<file path="config.mk">
export PLATFORM = sky130hd
export DESIGN_NAME = jstepper_flat
export DESIGN_NICKNAME = d
export VERILOG_FILES = /design/src/rtl/jcpu_pkg.sv /design/src/rtl/jstepper_if.sv /design/src/rtl/jphase_gen.sv /design/src/rtl/jstepper.sv /design/src/flat_wrapper.sv
export SDC_FILE = /design/constraint.sdc
export NUM_CORES = 1
export LEC_CHECK = 0
export ABC_AREA = 1
export ABC_CLOCK_PERIOD_IN_PS = 1260
export CORE_AREA = 2 2 39 41
export CTS_BUF_LIST = sky130_fd_sc_hd__clkbuf_2
export DETAILED_ROUTE_END_ITERATION = 8
export DIE_AREA = 0 0 41 43
export DONT_BUFFER_PORTS = 1
export SYNTH_ARGS = -nofsm -noshare
export SYNTH_HDL_FRONTEND = slang
export SYNTH_HIERARCHICAL = 1
export SYNTH_SLANG_ARGS = --single-unit
</file>
<file path="constraint.sdc">
create_clock -name wclk -period 1.26 [get_ports wclk]
set_input_delay 0.252 -clock wclk [delete_from_list [all_inputs] [get_ports wclk]]
set_output_delay 0.252 -clock wclk [all_outputs]
set_load 0.02 [all_outputs]
</file>
<file path="src/rtl/jcpu_pkg.sv">
// jcpu_pkg
// Shared definitions for the control-sequencing stage.
//   jphase_e      : encoding of the four wclk phases of one CPU cycle
//   JNSTEPS_DEF   : default number of one-hot steps per instruction
//   JPH_*_MAP     : per-phase strobe values, indexed by the phase encoding
// Optional build macro used by the stepper: JSTEPPER_SINGLE_STEP_EN.
package jcpu_pkg;

  typedef enum logic [1:0] {
    JPH_P0 = 2'd0,
    JPH_P1 = 2'd1,
    JPH_P2 = 2'd2,
    JPH_P3 = 2'd3
  } jphase_e;

  localparam int JNSTEPS_DEF = 7;

  // Bit n gives the strobe level while the phase counter sits in phase n.
  // wclks is only set in P2, so it is always nested strictly inside wclke.
  localparam logic [3:0] JPH_WCLKE_MAP = 4'b1110;
  localparam logic [3:0] JPH_WCLKS_MAP = 4'b0100;

endpackage

</file>
<file path="src/rtl/jstepper_if.sv">
// jstepper_if
// Bundles the stepper's control inputs and step/strobe outputs.
//   wrun, wrestart         : run enable and early-return request (master -> slave)
//   bos, wlast             : one-hot step and last-step flag (slave -> master)
//   wclke, wclks, wbusy    : phase strobes and cycle-in-progress flag
//   wstep_req, wstep_ack   : single-step handshake, only with JSTEPPER_SINGLE_STEP_EN
// Modports: master (control section / bench), slave (jstepper).
interface jstepper_if import jcpu_pkg::*; #(
  parameter int NSTEPS = JNSTEPS_DEF
);

  logic              wrun;
  logic              wrestart;
  logic [NSTEPS-1:0] bos;
  logic              wclke;
  logic              wclks;
  logic              wlast;
  logic              wbusy;
`ifdef JSTEPPER_SINGLE_STEP_EN
  logic              wstep_req;
  logic              wstep_ack;

  modport master (
    output wrun, wrestart, wstep_req,
    input  bos, wclke, wclks, wlast, wbusy, wstep_ack
  );

  modport slave (
    input  wrun, wrestart, wstep_req,
    output bos, wclke, wclks, wlast, wbusy, wstep_ack
  );
`else
  modport master (
    output wrun, wrestart,
    input  bos, wclke, wclks, wlast, wbusy
  );

  modport slave (
    input  wrun, wrestart,
    output bos, wclke, wclks, wlast, wbusy
  );
`endif

endinterface

</file>
<file path="src/rtl/jphase_gen.sv">
// jphase_gen
// Four-phase generator: splits each CPU cycle into P0..P3 of the clock.
//   clk, rst_n   : clock, asynchronous active-low reset
//   start_req    : begin a new cycle when idle in P0
//   phase        : current phase
//   wclke, wclks : registered enable / set strobes
//   wbusy        : registered cycle-in-progress flag
//   cycle_start  : high in P0 when the next edge starts a cycle
//   cycle_end    : high in P3, i.e. the next edge closes the cycle
module jphase_gen import jcpu_pkg::*; (
  input  logic    clk,
  input  logic    rst_n,
  input  logic    start_req,
  output jphase_e phase,
  output logic    wclke,
  output logic    wclks,
  output logic    wbusy,
  output logic    cycle_start,
  output logic    cycle_end
);

  jphase_e phase_q, phase_d;
  logic    wclke_q, wclke_d;
  logic    wclks_q, wclks_d;
  logic    wbusy_q, wbusy_d;

  always_ff @(posedge clk or negedge rst_n) begin
    if (!rst_n) begin
      phase_q <= JPH_P0;
      wclke_q <= 1'b0;
      wclks_q <= 1'b0;
      wbusy_q <= 1'b0;
    end else begin
      phase_q <= phase_d;
      wclke_q <= wclke_d;
      wclks_q <= wclks_d;
      wbusy_q <= wbusy_d;
    end
  end

  // Only P0 waits; once started a cycle always runs to completion.
  always_comb begin
    phase_d = phase_q;
    unique case (phase_q)
      JPH_P0: if (start_req) phase_d = JPH_P1;
      JPH_P1: phase_d = JPH_P2;
      JPH_P2: phase_d = JPH_P3;
      JPH_P3: phase_d = JPH_P0;
    endcase
  end

  // Strobes are registered from the next phase so they line up with phase_q.
  always_comb begin
    wclke_d     = JPH_WCLKE_MAP[phase_d];
    wclks_d     = JPH_WCLKS_MAP[phase_d];
    wbusy_d     = (phase_d != JPH_P0);
    cycle_start = (phase_q == JPH_P0) && start_req;
    cycle_end   = (phase_q == JPH_P3);
  end

  assign phase = phase_q;
  assign wclke = wclke_q;
  assign wclks = wclks_q;
  assign wbusy = wbusy_q;

endmodule

</file>
<file path="src/rtl/jstepper.sv">
// jstepper
// One-hot instruction step ring advanced once per four-phase CPU cycle.
//   wclk, wrst_n : clock, asynchronous active-low reset
//   js (slave)   : wrun, wrestart in; bos, wclke, wclks, wlast, wbusy out
// Parameter NSTEPS (3..16): steps per instruction; step NSTEPS-1 wraps.
// Build macro JSTEPPER_SINGLE_STEP_EN: wrun is ignored and each rising
// wstep_req starts exactly one CPU cycle, acknowledged by a wstep_ack pulse.
module jstepper import jcpu_pkg::*; #(
  parameter int NSTEPS = JNSTEPS_DEF
) (
  input  logic       wclk,
  input  logic       wrst_n,
  jstepper_if.slave  js
);

  localparam logic [NSTEPS-1:0] BOS_STEP0 = {{(NSTEPS-1){1'b0}}, 1'b1};

  jphase_e           phase;
  logic              start_req;
  logic              cycle_start;
  logic              cycle_end;
  logic              wclke, wclks, wbusy;

  logic [NSTEPS-1:0] bos_q, bos_d;
  logic              wlast_q, wlast_d;
  logic              restart_q, restart_d;

  jphase_gen u_phase (
    .clk         (wclk),
    .rst_n       (wrst_n),
    .start_req   (start_req),
    .phase       (phase),
    .wclke       (wclke),
    .wclks       (wclks),
    .wbusy       (wbusy),
    .cycle_start (cycle_start),
    .cycle_end   (cycle_end)
  );

`ifdef JSTEPPER_SINGLE_STEP_EN
  logic armed_q, armed_d;
  logic ack_q, ack_d;
  logic unused_wrun;

  assign unused_wrun = js.wrun;

  always_ff @(posedge wclk or negedge wrst_n) begin
    if (!wrst_n) begin
      armed_q <= 1'b1;
      ack_q   <= 1'b0;
    end else begin
      armed_q <= armed_d;
      ack_q   <= ack_d;
    end
  end

  // A request must be seen low before it can start another cycle, so a
  // held request produces exactly one CPU cycle.
  always_comb begin
    start_req = js.wstep_req && armed_q;
    armed_d   = armed_q;
    if (!js.wstep_req)
      armed_d = 1'b1;
    else if (cycle_start)
      armed_d = 1'b0;
    ack_d = cycle_end;
  end

  assign js.wstep_ack = ack_q;
`else
  assign start_req = js.wrun;
`endif

  always_ff @(posedge wclk or negedge wrst_n) begin
    if (!wrst_n) begin
      bos_q     <= BOS_STEP0;
      wlast_q   <= 1'b0;
      restart_q <= 1'b0;
    end else begin
      bos_q     <= bos_d;
      wlast_q   <= wlast_d;
      restart_q <= restart_d;
    end
  end

  // Restart requests are held until the cycle closes; a request in an idle
  // P0 (no cycle starting) is dropped.
  always_comb begin
    restart_d = restart_q;
    if (cycle_end)
      restart_d = 1'b0;
    else if (js.wrestart && ((phase != JPH_P0) || cycle_start))
      restart_d = 1'b1;

    bos_d = bos_q;
    if (cycle_end) begin
      if (restart_q || js.wrestart || bos_q[NSTEPS-1])
        bos_d = BOS_STEP0;
      else
        bos_d = {bos_q[NSTEPS-2:0], 1'b0};
    end

    wlast_d = bos_d[NSTEPS-1];
  end

  assign js.bos   = bos_q;
  assign js.wlast = wlast_q;
  assign js.wclke = wclke;
  assign js.wclks = wclks;
  assign js.wbusy = wbusy;

endmodule

</file>
<file path="src/flat_wrapper.sv">
// flat-port wrapper written by rule: the top's interface ports become plain ports
module jstepper_flat import jcpu_pkg::*;
#(
  parameter int NSTEPS = JNSTEPS_DEF
)
  (wclk, wrst_n, js_wrun, js_wrestart, js_bos, js_wclke, js_wclks, js_wlast, js_wbusy);
  jstepper_if #(.NSTEPS(NSTEPS)) js_i ();
  input  logic wclk;
  input  logic wrst_n;
  input wire logic [$bits(js_i.wrun)-1:0] js_wrun;
  input wire logic [$bits(js_i.wrestart)-1:0] js_wrestart;
  output wire logic [$bits(js_i.bos)-1:0] js_bos;
  output wire logic [$bits(js_i.wclke)-1:0] js_wclke;
  output wire logic [$bits(js_i.wclks)-1:0] js_wclks;
  output wire logic [$bits(js_i.wlast)-1:0] js_wlast;
  output wire logic [$bits(js_i.wbusy)-1:0] js_wbusy;
  assign js_i.wrun = js_wrun;
  assign js_i.wrestart = js_wrestart;
  assign js_bos = js_i.bos;
  assign js_wclke = js_i.wclke;
  assign js_wclks = js_i.wclks;
  assign js_wlast = js_i.wlast;
  assign js_wbusy = js_i.wbusy;
  jstepper #(.NSTEPS(NSTEPS)) u_core (.wclk(wclk), .wrst_n(wrst_n), .js(js_i));
endmodule
</file>
==> results.ini <==
[global_routing]
grt_overflow = 0
antenna_found_initial = 0
grtUsageMet1_pct = 19.9
grtUsageMet3_pct = 3.66
grt_pass1_wl_mm = 1.70
busiest_layer = met2
use_met2_pct = 20.0
grt_pass1_vias = 385
grtUsageTotal_pct = 14.8
grt_max_degree = 13

[power]
p_total_mw = 1.48
static-leakage-power_nw = 0.345
p_per_area_nw_per_um2 = 2300
ir_drop_v = 0.000770

[timing]
min_period_ps = 1200
hold_viol = 0
tightest_slew_ps = 545
timing.setup.tns_ps = 0
setup_violations = 0
max_freq_ghz = 0.832
slew_headroom_pct = 63.5
finalClockSkew_ps = 6.77
hold_slack_ps = 130
slew_viol_final = 0
finalCritPeriodShare_pct = 95.4

[place]
place.gp.congestion = 0.770
place_hpwl_um = 655
io_buffers = 0
placed_area_um2 = 564

[detailed_routing]
vias_per_cell = 4.46
drtIter0Drc = 6
first_pass_iters = 4
wl_per_cell_um = 11.5
drt_wl_total_um = 967
ant_nets = 0
vias = 375
drcViolationCount = 0

[clock_network]
cts_buffer_depth = 2
worstSkewPairLatency_ps = 250
cts_buffers = 3
root_buffer = clkbuf_2
clk_pin_slew_worst_paths_ps = 120
clock-sinks = 12
h-tree-depth = 1
cts_tree = yes

[die]
ios = 15
fp.dieH_um = 43
core_area_um2 = 1380
die_x_um = 41
placementRows = 14
die-area_um2 = 1760
start_util_pct = 39.3

[job]
maxCapViolCount = 0

[worst_setup_path]
worstSetupPathDepth = 6
crit_family = flip-flops
critPathMaxStageDelay_ps = 450
startpoint_type = flip-flop
crit_path_end_kind = flip-flop
cp_slowest_cell = dfrtp_2
reg2regPathDepth = 6
cp_data_arrival_time_ps = 1360
crit_top_cell = nand2_1
r2r_setup_slack_ps = 60
worst-setup-path-type = flip-flop to flip-flop
crit_fanout = 6
reg2reg_to = u_core/js.bos[3]
path_cells = buf_4 > ha_1 > inv_2 > nor2_4 > nand2_1 > nand2_1
cp_num_buf_inv = 2
rr_startpoint = u_core/u_phase/phase[0]
critical_path_required_ps = 1420

[hold_path]
hold_path.class = input port to flip-flop
holdPathEnd = u_core/restart_q
hold_depth = 2
min_from = js_wrestart

[cells_and_area]
layout-drive-gt1-share_pct = 32.4
fin_area_um2 = 644
antennaDiodeCount = 0
multi_input_area_um2 = 206
final_util_pct = 46.6
regArea_um2 = 303
layout.nets = 77
area_growth_pct = 18.4
nFillCells = 141

[logic_synthesis]
synth_seq_cells = 12
syn_area_um2 = 544
synth_cells = 58
yosys.cell_types.count = 14
ys_warn_count = 6
seq_area_frac_synth_pct = 55.4
syn_avg_cell_area_um2 = 9.38
syn-num-nets = 66

[run_status]
status = completed

[cells by family after synthesis]
group | Yosys count | synth area share, %
AND/OR/NAND/NOR | 28 | 22.8
flip-flops | 12 | 55.4
buffers and inverters | 11 | 8.97
adder cells (fa/ha/maj) | 4 | 9.20
AO/OA/AOI/OAI | 3 | 3.68
[worst register-to-register path, cell delays in order, from the launching register on]
cell and delay [ps]:
dfrtp_2 450, buf_4 140, ha_1 210, inv_2 130, nor2_4 70, nand2_1 60
nand2_1 50
[registers in the layout, indices dropped and copies added (netlist names)]
name and cells:
u_core/js.bos 7, u_core/restart_q 1, u_core/u_phase/phase 2, u_core/u_phase/wbusy 1, u_core/u_phase/wclks 1
[synth_stat cells (all sizes together)]
cell    n  share of area (%)
a21oi   1               0.92
buf     2                2.8
dfrtp  11                 51
dfstp   1                4.8
ha      4                9.2
inv     9                6.2
nand2  22                 16
nand3   1                1.8
nor2    5                4.8
o21ai   1                1.6
o22ai   1                1.2
[cell type report]
class / instances / share of cell area [%]
Clock buffer: 3 / 2.33
Clock inverter: 1 / 0.583
Inverter: 9 / 5.24
Multi-Input combinational cell: 35 / 32.0
Sequential cell: 12 / 47.0
Tap cell: 16 / 3.11
Timing Repair Buffer: 8 / 9.71
[what timing repair did]
action / 4_1_cts / 5_1_grt
resized for setup: 0 / 5
setup endpoints to repair: 0 / 1
setup buffers: 0 / 5
endpoints found under the hold margin: 12 / 0
hold buffers: 1 / 0
[cell usage in the layout (no fill, tap or decap), drive strengths merged]
| cell | n |
|---|---|
| a21oi | 1 |
| buf | 7 |
| clkbuf | 3 |
| clkinv | 1 |
| dfrtp | 11 |
| dfstp | 1 |
| dlygate4sd3 | 1 |
| ha | 4 |
| inv | 9 |
| nand2 | 22 |
| nand3 | 1 |
| nor2 | 5 |
| o21ai | 1 |
| o22ai | 1 |
[per-layer routing]
| layer | wire [um] | vias up | share of wire (%) |
|---|---|---|---|
| li1 | - | 191 | - |
| met1 | 403 | 176 | 42 |
| met4 | 9 | 0 | 0.93 |
| met2 | 503 | 6 | 52 |
| met3 | 50 | 2 | 5.2 |
| met5 | 0 | - | 0 |
[power breakdown]
part | total, mW | switching, mW | internal (mW)
Sequential | 0.699 | 0.187 | 0.512
Combinational | 0.595 | 0.307 | 0.289
Clock | 0.190 | 0.121 | 0.0690
[worst max-delay path by stage]
stage                                 start               end
finish              u_core/u_phase/phase[0]  u_core/js.bos[3]
global route        u_core/u_phase/phase[0]  u_core/js.bos[5]
CTS                 u_core/u_phase/phase[0]  u_core/restart_q
detailed placement  u_core/u_phase/phase[0]  u_core/restart_q
global placement    u_core/u_phase/phase[0]  u_core/restart_q
floorplan           u_core/u_phase/phase[0]  u_core/restart_q
[metrics by stage]
stage | setup slack, ps | std cells
5_1_grt | -19.8 | 84
2_1_floorplan | 167 | 58
6_report | 57.7 | 84
4_1_cts | 25.1 | 79
3_3_place_gp | 117 | 74
3_5_place_dp | 63.7 | 74
Note: power is estimated with default switching activity, not from simulation.
